==> src/rtl/cdc_handshake_tx.sv <==
// Source-domain end of a 4-phase req/ack crossing: captures one word, holds it on o_xdata
// and walks req-up/ack-up/req-down/ack-down. Define CDC_TIMEOUT_EN to add the ack-wait watchdog.
module cdc_handshake_tx #(
    parameter int WIDTH          = 8,
    parameter int SYNC_STAGES    = 2,
    parameter int TIMEOUT_CYCLES = 1024
) (
    input  logic             i_clk,
    input  logic             i_rst,
    input  logic             i_valid,
    input  logic [WIDTH-1:0] i_data,
    output logic             o_ready,
    output logic             o_xreq,
    output logic [WIDTH-1:0] o_xdata,
    input  logic             i_xack,
    output logic             o_done,
    output logic             o_busy,
    output logic             o_timeout
);

    typedef enum logic [1:0] {
        S_IDLE    = 2'd0,
        S_REQ     = 2'd1,
        S_RELEASE = 2'd2
    } state_t;

    state_t                 r_state;
    logic [SYNC_STAGES-1:0] r_sync;
    logic                   r_xreq;
    logic [WIDTH-1:0]       r_xdata;
    logic                   r_done;
    logic                   w_ack_s;

    // i_xack is asynchronous; only the last synchronizer stage is ever looked at
    always_ff @(posedge i_clk or posedge i_rst) begin
        if (i_rst) begin
            r_sync <= '0;
        end else begin
            r_sync <= {r_sync[SYNC_STAGES-2:0], i_xack};
        end
    end

    assign w_ack_s = r_sync[SYNC_STAGES-1];

    always_ff @(posedge i_clk or posedge i_rst) begin
        if (i_rst) begin
            r_state <= S_IDLE;
            r_xreq  <= 1'b0;
            r_xdata <= '0;
            r_done  <= 1'b0;
        end else begin
            r_done <= 1'b0;
            unique case (r_state)
                S_IDLE: begin
                    if (i_valid) begin
                        r_xdata <= i_data;
                        r_xreq  <= 1'b1;
                        r_state <= S_REQ;
                    end
                end
                S_REQ: begin
                    if (w_ack_s) begin
                        r_xreq  <= 1'b0;
                        r_state <= S_RELEASE;
                    end
                end
                S_RELEASE: begin
                    if (!w_ack_s) begin
                        r_done  <= 1'b1;
                        r_state <= S_IDLE;
                    end
                end
                default: begin
                    r_xreq  <= 1'b0;
                    r_state <= S_IDLE;
                end
            endcase
        end
    end

    assign o_ready = (r_state == S_IDLE);
    assign o_busy  = (r_state != S_IDLE);
    assign o_xreq  = r_xreq;
    assign o_xdata = r_xdata;
    assign o_done  = r_done;

`ifdef CDC_TIMEOUT_EN
    localparam int             CW     = $clog2(TIMEOUT_CYCLES + 1);
    localparam logic [CW-1:0]  TO_MAX = CW'(TIMEOUT_CYCLES);

    logic [CW-1:0] r_wait_cnt;
    logic          r_timeout;
    logic          w_waiting;

    // Waiting means staying put in REQ or RELEASE; any state change restarts the count
    assign w_waiting = ((r_state == S_REQ) && !w_ack_s) ||
                       ((r_state == S_RELEASE) && w_ack_s);

    always_ff @(posedge i_clk or posedge i_rst) begin
        if (i_rst) begin
            r_wait_cnt <= '0;
            r_timeout  <= 1'b0;
        end else if (!w_waiting) begin
            r_wait_cnt <= '0;
        end else if (r_wait_cnt != TO_MAX) begin
            r_wait_cnt <= r_wait_cnt + 1'b1;
            if (r_wait_cnt == TO_MAX - 1'b1) begin
                r_timeout <= 1'b1;
            end
        end
    end

    assign o_timeout = r_timeout;
`else
    assign o_timeout = 1'b0;
`endif

endmodule

==> config.mk <==
export PLATFORM = sky130hd
export DESIGN_NAME = cdc_handshake_tx
export DESIGN_NICKNAME = d
export VERILOG_FILES = /design/src/rtl/cdc_handshake_tx.sv
export SDC_FILE = /design/constraint.sdc
export NUM_CORES = 1
export LEC_CHECK = 0
export BUFFER_PORTS_ARGS = -buffer_cell sky130_fd_sc_hd__buf_2
export CORE_AREA = 2 2 39 41
export DETAILED_ROUTE_END_ITERATION = 12
export DIE_AREA = 0 0 41 43
export PLACE_DENSITY = 0.7
export SYNTH_ARGS = -nofsm -noshare
export SYNTH_HDL_FRONTEND = slang
export SYNTH_SLANG_ARGS = --single-unit
==> constraint.sdc <==
create_clock -name i_clk -period 2.05 [get_ports i_clk]
set_input_delay 0.615 -clock i_clk [delete_from_list [all_inputs] [get_ports i_clk]]
set_output_delay 0.615 -clock i_clk [all_outputs]
set_load 0.005 [all_outputs]
# ---- Word-level counts from Yosys, hierarchy flattened
# Index checks and enable logic that the tools add are counted.
dict set report totals {
  reg_bits 14
  inputBits 12
  out_inout_bits 13
  word_cells 25
}
dict set report classes {
  eq_ne 5
  n_mux 9
  bitwise 1
  n_reduce_logical 5
}
# op count
set op_table {}
lappend op_table {{$mux 2} 3}
lappend op_table {{$ne 2x2->1 const B} 3}
lappend op_table {{$pmux 2 s3} 1}
lappend op_table {{$reduce_and 3->1} 2}
lappend op_table {{$mux 1} 4}
lappend op_table {{$pmux 1 s3} 1}
lappend op_table {{$eq 2x1->1 const B} 1}
lappend op_table {{$eq 2x2->1 const B} 1}
lappend op_table {{$logic_not 2->1} 1}
lappend op_table {{$reduce_and 2->1} 1}
lappend op_table {{$reduce_bool 2->1} 1}
lappend op_table {{$not 1->1} 1}

# ---- Depth between registers and ports, before layout
# Gate-level depths: netlist (run 1).
dict set report logic_depth {
  ltp_word 3
  mapped_depth 2
  ltp_nobuf 2
}

# ---- Least setup slack after synthesis (run 1)
# OpenSTA, ideal clock, no wires.
dict set report synth_path {
  kind {input to register}
  from {input port i_valid}
  to {register r_xdata[0] (netlist: o_xdata[0])}
  setup_ns 0.125
  arrival_ns 1.318
  t_required_ns 1.925
  setup_slack_ns 0.607
  cell_stages 2
  path_buffers 0
  path_cell_list {nor3b_4 mux2_2}
}
dict set report synth_between {
  elab_chain_len 1
}
# item line
set synth_rtl {}
lappend synth_rtl {{from (decl)} 10} ;# input logic i_valid,
lappend synth_rtl {{$reduce_and 2->1 (no line)} --}
lappend synth_rtl {{to (signal assigned)} 56} ;# r_xdata <= i_data;
lappend synth_rtl {{to (decl)} 30} ;# logic [WIDTH-1:0] r_xdata;
# Every way passes these cells.
# A chain may end at the register's enable or synchronous reset.

# ---- Worst setup path in the final report (run 1)
dict set report layout_path {
  from {register r_state[1]}
  to {output port o_ready}
}
dict set report layout_between {
  elab_chain_len 1
}
# item line
set layout_rtl {}
lappend layout_rtl {{from (decl)} 27} ;# state_t r_state;
lappend layout_rtl {{from (signal assigned)} 47} ;# r_state <= S_IDLE;
lappend layout_rtl {{from (signal assigned)} 58} ;# r_state <= S_REQ;
lappend layout_rtl {{from (signal assigned)} 64} ;# r_state <= S_RELEASE;
lappend layout_rtl {{$logic_not 2->1} 81} ;# assign o_ready = (r_state == S_IDLE);
lappend layout_rtl {{to (decl)} 12} ;# output logic o_ready,
# Every way passes these cells.

==> run summary, run 1 <==
The run gives 36.2% as the combinational share of power. Average via count per standard cell: 4.61. The signal on the critical path passes through or2_2, inv_1, buf_2. STA classifies the critical path startpoint as a flop. At the pin with the least slew margin, the transition time is 529 ps. Following the worst setup path forward leads to its endpoint at o_ready. The worst register-to-register path begins at r_state[1]. The number of DRC violations after detailed-routing iteration 0 came out at 0. Dividing total power by cell area gives a power density of 1410 nW/µm². The unique cell type count in the Yosys netlist was 14; the number of global-route vias before repair was 355.

Cell internal power was estimated by the tool at 0.684 mW. The number of antenna violations at the first check in global routing was 0; the width of the die was 41 µm. Summing all non-filler instances in the final layout gives an area of 688 µm². The tools report the number of max-slew violations in the final report as 0.

The logic depth of the worst path, buffers included works out to 3. TritonCTS built the clock tree. For the detailed-placement wirelength estimate, the log shows 646 µm. The depth of the most critical reg-to-reg path came out at 2. After detailed routing, the number of remaining DRC violations is 0. The clock transition at the registers of the reported paths came out at 70 ps. The logs give 0.287 mW for the switching component of the power and 406 ps for the worst slack after detailed placement.

For the number of levels in the clock H-tree, the log shows 1. The number of clock buffers inserted by TritonCTS is 3. In this design, the stage delay of the slowest critical-path cell is 460 ps. The total congestion overflow was 0. The first global-routing pass estimated 1350 µm of wire. Of the available clock period, the critical path in the final layout requires 88.7%.

The power consumption was 0.972 mW; the layout overhead on the synthesized area was 27.9%. The logs give 1 for the number of iterations in the first detailed-routing pass and 858 µm for the overall routed net length. The net count reported at finish was 75; the synthesized instance count was 36. The run gives 14 as the CTS sink count. The final critical delay including setup and external delays is 1820 ps, and the sequential cell area is 350 µm². The type of the most critical hold path was flop to flop. Along the worst path, the maximum fanout reaches 6. The logs give 270 ps for the clock insertion delay at the later pin of the skew report and 135 for the final-layout fill cell count. For the post-cts repair resize count, the log shows 0. Root buffer selected by CTS: sky130_fd_sc_hd__clkbuf_4. After detailed routing, the average wire length per cell comes to 11.1 µm. Power share of the clock group: 14.9%. For met3 alone, demand over resource in global routing was 3.14%.

The critical path in this run is classified as flop to output port. Worst reg2reg path endpoint: o_xdata[0]. The repair_antennas step left the layout with diodes totalling 0. Among all stages on the critical path, the largest delay is contributed by sky130_fd_sc_hd__dfrtp_1. Launching element of the worst setup path: r_state[1].

From bottom edge to top edge, the die measures 43 µm. The cell family contributing the most delay on the critical path is flip-flops. The logs give 38.9% for the effective utilization at floorplan and 0 for the setup-violating endpoint count in the final report. The max-slew headroom at the worst pin was 64.7%; the data arrival time of the worst path was 1200 ps. The worst path meets setup with 232 ps of slack. Setup repair after global routing left no endpoint under its margin. The critical path buffer and inverter count was 2. Summing every instance area after synthesis gives 538 µm². The worst-case IR drop observed on VDD is 675 µV. The achievable frequency was 550 MHz; the total cell area at the placement stage was 666 µm².

The routed layout has 355 vias. The minimum setup slack among reg-to-reg paths is 640 ps, and the fraction of power spent switching nets is 29.6%. The tools report the final count of hold timing violations as 0. On the final layout, the worst clock skew is 0.920 ps. Sequential cells burn 48.9% of the power. Pin placement for this block handled 25 I/O pins. For the global-route track usage on met2, the log shows 16.9%. The final RePlAce weighted congestion was 0.623. In the final layout, the multi-input gates occupy 173 µm². Share of layout cells above drive strength 1: 60.7%. Cells fill 49.7% of the core in the end. The largest buffer count on any clock path was 2; the count of hold-fix buffers inserted at cts was 0. STA classifies the critical path endpoint as an output port. Summed over all cells, the static leakage comes to 0.348 nW.

Buffers inserted during post-CTS setup optimization: 0. The average size of a mapped cell came out at 14.9 µm². In this run the most used layer during global routing was met2. The synthesized net count is 48, and the row count is 14.

The die covers 1760 µm². Across the run, the number of max-cap violations was 0. The most common cell after layout, fill and taps aside is sky130_fd_sc_hd__buf_2. The logs give 0 for the number of nets still failing antenna checks after routing and 0 ps for the final sum of negative setup slack. The run gives 1430 ps as the endpoint required time on the critical path. For this run, the register share of the synthesized area comes to 65.1%. The run gives 11.8% as the aggregate global-route resource usage.

In this run the standard cell core region covers 1380 µm². The met1 track demand over resource in global routing is 13.7%, and the number of storage elements in the synthesis netlist is 14. The number of port buffers was 23. The run finished with clean final reports. Entering global routing, the biggest net connects 15 pins.

Leaving out fill and tap cells, the most frequent cells in the layout are sky130_fd_sc_hd__buf_2 (23), sky130_fd_sc_hd__dfrtp_1 (14), sky130_fd_sc_hd__mux2_2 (8). The run gives 0 as the total number of yosys warnings.
## worst reg2reg max path, stage by stage, from the launching register on
cell and delay [ps]:
sky130_fd_sc_hd__dfrtp_1 460, sky130_fd_sc_hd__nor3b_4 450, sky130_fd_sc_hd__mux2_2 390
## power groups by stage
stage	Clock, mW	Sequential (mW)	Combinational [mW]
global route	0.162	0.493	0.395
detailed placement	0	0.484	0.359
global placement	0	0.480	0.352
floorplan	0	0.485	0.200
CTS	0.153	0.480	0.359
finish	0.144	0.475	0.352
## kinds of logic (layout without fill, tap and decap cells)
kind of cell,after synthesis,count (layout),share of synthesized area (%)
compound gates,3,3,3.49
xor+xnor,1,1,1.63
buf+inv,3,28,2.79
flops,14,14,65.1
mux,8,8,16.7
other cells,1,1,0.697
simple gates,6,6,9.54
## cell type report
class,instances,area share [%]
multi-input cells,19,25.1
inverters,2,1.09
repair buffers,23,16.7
flip-flops and latches,14,50.9
clock buffers,3,3.27
well taps,16,2.91
## registers in the layout (all words and copies together), names as in the netlist
signal,flops
r_state,2
o_done,1
r_sync,2
o_xdata,8
o_xreq,1
## layer usage
layer / vias up / share of wire, % / wire length, µm
met5: - / 0 / 0
met4: 0 / 3.1 / 27
met3: 4 / 8.4 / 72
met2: 16 / 45 / 384
met1: 166 / 44 / 374
li1: 169 / - / -
## cells in the mapped netlist
master / n / area [µm²]
sky130_fd_sc_hd__and2_1: 1 / 6.26
sky130_fd_sc_hd__buf_4: 1 / 7.51
sky130_fd_sc_hd__nor3b_1: 1 / 7.51
sky130_fd_sc_hd__xor2_1: 1 / 8.76
sky130_fd_sc_hd__inv_1: 2 / 7.51
sky130_fd_sc_hd__dfrtp_1: 14 / 350
sky130_fd_sc_hd__conb_1: 1 / 3.75
sky130_fd_sc_hd__a21oi_1: 1 / 5.00
sky130_fd_sc_hd__or2_2: 1 / 6.26
sky130_fd_sc_hd__o21ai_0: 1 / 5.00
sky130_fd_sc_hd__a21o_2: 1 / 8.76
sky130_fd_sc_hd__nor3b_4: 1 / 18.8
sky130_fd_sc_hd__nand2b_1: 2 / 12.5
sky130_fd_sc_hd__mux2_2: 8 / 90.1
## how the worst min path moves through the flow
stage                     depth (start not counted)  startpoint         to  slack [ps]
after floorplan                                   0   r_sync[0]  r_sync[1]         330
after detailed placement                          0   r_sync[0]  r_sync[1]         350
after CTS                                         2       i_rst  r_sync[1]         370
final                                             0   r_sync[0]  r_sync[1]         360
after global placement                            0   r_sync[0]  r_sync[1]         330
after global routing                              0   r_sync[0]  r_sync[1]         380
## stage by stage
stage	instances	hold slack, ps
2_1_floorplan	36	331
3_3_place_gp	74	333
3_5_place_dp	74	349
4_1_cts	77	366
5_1_grt	77	379
6_report	77	359
Power figures use the tool's default switching activity.
==> run 2, diff against run 1 <==
PLACE_DENSITY = not set   (was 0.7)
PLACE_DENSITY_LB_ADDON = 0.2   (was not set)
==> run summary, run 2 (synthesis results as in run 1) <==
The core box area is 1380 µm² (unchanged), and the count of hold-fix buffers inserted at cts is 0 (unchanged). Number of maximum-capacitance constraint violations: 0 (unchanged). The number of ports placed on the die boundary is 25 (unchanged), and the number of nets still failing antenna checks after routing is 0 (unchanged).

The die boundary height was 43 µm (unchanged). Leaving out fill and tap cells, the most frequent cells in the layout are sky130_fd_sc_hd__buf_2 (23), sky130_fd_sc_hd__dfrtp_1 (14), sky130_fd_sc_hd__mux2_2 (8). STA classifies the critical path startpoint as a flop.

The final sum of negative setup slack was 0 ps (unchanged). The logs give 222 ps (-9.71 ps) for the minimum setup slack in the final design and 350 µm² (unchanged) for the sequential cell area. The number of port buffers is 23 (unchanged), and the endpoint required time on the critical path is 1430 ps (about the same). The tools report the number of max-slew violations in the final report as 0 (unchanged).

The layout overhead on the synthesized area is 30.5%. The run finished with clean final reports. The logs give 78 (+1.3%) for the count of placed standard cells in the final layout, fillers left out and 547 MHz (-0.53%) for the achievable frequency. The count of vias placed by the detailed router was 360 (+1.4%); the net count reported at finish was 75 (unchanged).

The power consumption was 1.02 mW (+5.4%). The final critical delay including setup and external delays is 1830 ps (+9.71 ps), and the number of antenna violations at the first check in global routing is 0 (unchanged). Leaving out fill and tap cells, the most frequent cell in the layout is sky130_fd_sc_hd__buf_2. The run gives 0 (unchanged) as the setup-violating endpoint count in the final report. The root buffer selected by CTS was sky130_fd_sc_hd__clkbuf_4.

The clock transition at the registers of the reported paths was 90 ps (+20 ps). The run gives 0 (unchanged) as the final count of hold timing violations. The post-cts repair resize count was 0 (unchanged).

Type of the most critical hold path: primary input to async pin. The run gives 619 µV (-8.3%) as the maximum ir drop on the vdd rail. The total congestion overflow is 0 (unchanged), and the final-layout fill cell count is 129 (-4.4%). The worst setup path is captured at an output port. The areal power density over the cells was 1460 nW/µm² (+3.4%); the maximum net fanout on the critical path was 6 (unchanged). The total inserted antenna cells is 0 (unchanged), and the number of iterations in the first detailed-routing pass is 4 (+3). Setup repair after global routing left no endpoint under its margin. The wire length of the first global-routing pass was 1390 µm (+3.0%). Row count: 14 (unchanged). For the number of clock buffers inserted by TritonCTS, the log shows 3 (unchanged). The tools report the clock skew after layout as 3.65 ps (+2.73 ps). Overall routed net length: 863 µm (+0.58%). The max-slew headroom at the worst pin is 66.2% (+1.5 points), and the fraction of the cycle the final worst path needs is 89.2% (+0.47 points). The slew of the pin with the lowest slew margin works out to 506 ps (-22.2 ps). Average via count per standard cell: 4.62 (+0.11%).

The category of the most critical setup path is flop to output port. For the number of DRC violations after detailed-routing iteration 0, the log shows 2 (+2). The per-cell routed wire length was 11.1 µm (-0.71%); the die outline area was 1760 µm² (unchanged). TritonCTS built the clock tree.

The width of the die was 41 µm (unchanged). The buffers inserted during post-CTS setup optimization came out at 0 (unchanged). For the number of levels in the clock H-tree, the log shows 1 (unchanged). The share of layout cells above drive strength 1 works out to 61.3% (+0.63 points).

The maximum number of pins on one net before global-route repair was 15 (unchanged). The data arrival time of the worst path was 1210 ps (about the same); the final RePlAce weighted congestion was 0.680 (+9.3%). The worst slack after detailed placement was 373 ps (-33.2 ps); the detailed-placement wirelength estimate was 646 µm (about the same). The run gives 173 µm² (unchanged) as the area occupied by multi-input gates.

The logs give 14 (unchanged) for the CTS sink count and 0.355 nW (+2.1%) for the total leakage power. For the cell total after placement, the log shows 74 (unchanged). The clock insertion delay at the later pin of the skew report is 280 ps (about the same), and the flip-flop count of the largest register, all copies and words added is 8 (unchanged).

The effective utilization at floorplan was 38.9% (unchanged). The largest buffer count on any clock path is 2 (unchanged). The run gives 0 (unchanged) as the residual DRC count. The number of global-route vias before repair is 345 (-2.8%), and the aggregate global-route resource usage is 12.1% (+0.32 points).
run 2: cell types whose count changed in the layout (fill, tap and decap cells not counted):
cell and change:
sky130_fd_sc_hd__clkbuf_8 +1
run 2: path summary, 6_finish.rpt:
path | start | to | slack, ps | depth (start not counted)
setup / recovery | r_state[1] | o_ready | 220 | 3
hold / removal | i_rst | o_xdata[7] | 350 | 2
setup reg to reg | r_state[1] | o_xdata[1] | 620 | 2
hold reg to reg | r_sync[0] | r_sync[1] | 350 | 0
max in group asynchronous | i_rst | o_done | 1360 | 2
min in group i_clk | r_sync[0] | r_sync[1] | 350 | 0
run 2: area by class of cell:
class | count | area share [%]
clock buffers | 4 | 5.17
repair buffers | 23 | 16.4
well taps | 16 | 2.85
inverters | 2 | 1.07
flip-flops and latches | 14 | 49.9
multi-input cells | 19 | 24.6
run 2: metrics by stage:
stage	hold slack (ps)	cell area [µm²]	util [%]
after floorplan	331	538	-
after global placement	333	666	48.1
after detailed placement	342	666	48.1
after CTS	361	702	50.7
after global routing	367	702	50.7
final	346	702	50.7
run 2: where the power goes:
group | internal (mW) | switching [mW]
Clock | 0.108 | 0.0887
Sequential | 0.392 | 0.0815
Combinational | 0.224 | 0.130
Total | 0.724 | 0.300
run 2: metal layers:
metal  wire, µm  up-vias  global-route usage (%)  share of wire (%)
li1           -      168                       -                  -
met1        383      179                    13.1                 44
met2        424       13                    18.4                 49
met3         56        0                    4.71                6.5
met4          0        0                    8.00                  0
met5          0        -                       0                  0
run 2: worst max-delay path, stage by stage (launching register included):
cell                      delay [ps]
sky130_fd_sc_hd__dfrtp_1         460
sky130_fd_sc_hd__or2_2           330
sky130_fd_sc_hd__inv_1            50
sky130_fd_sc_hd__buf_2           100
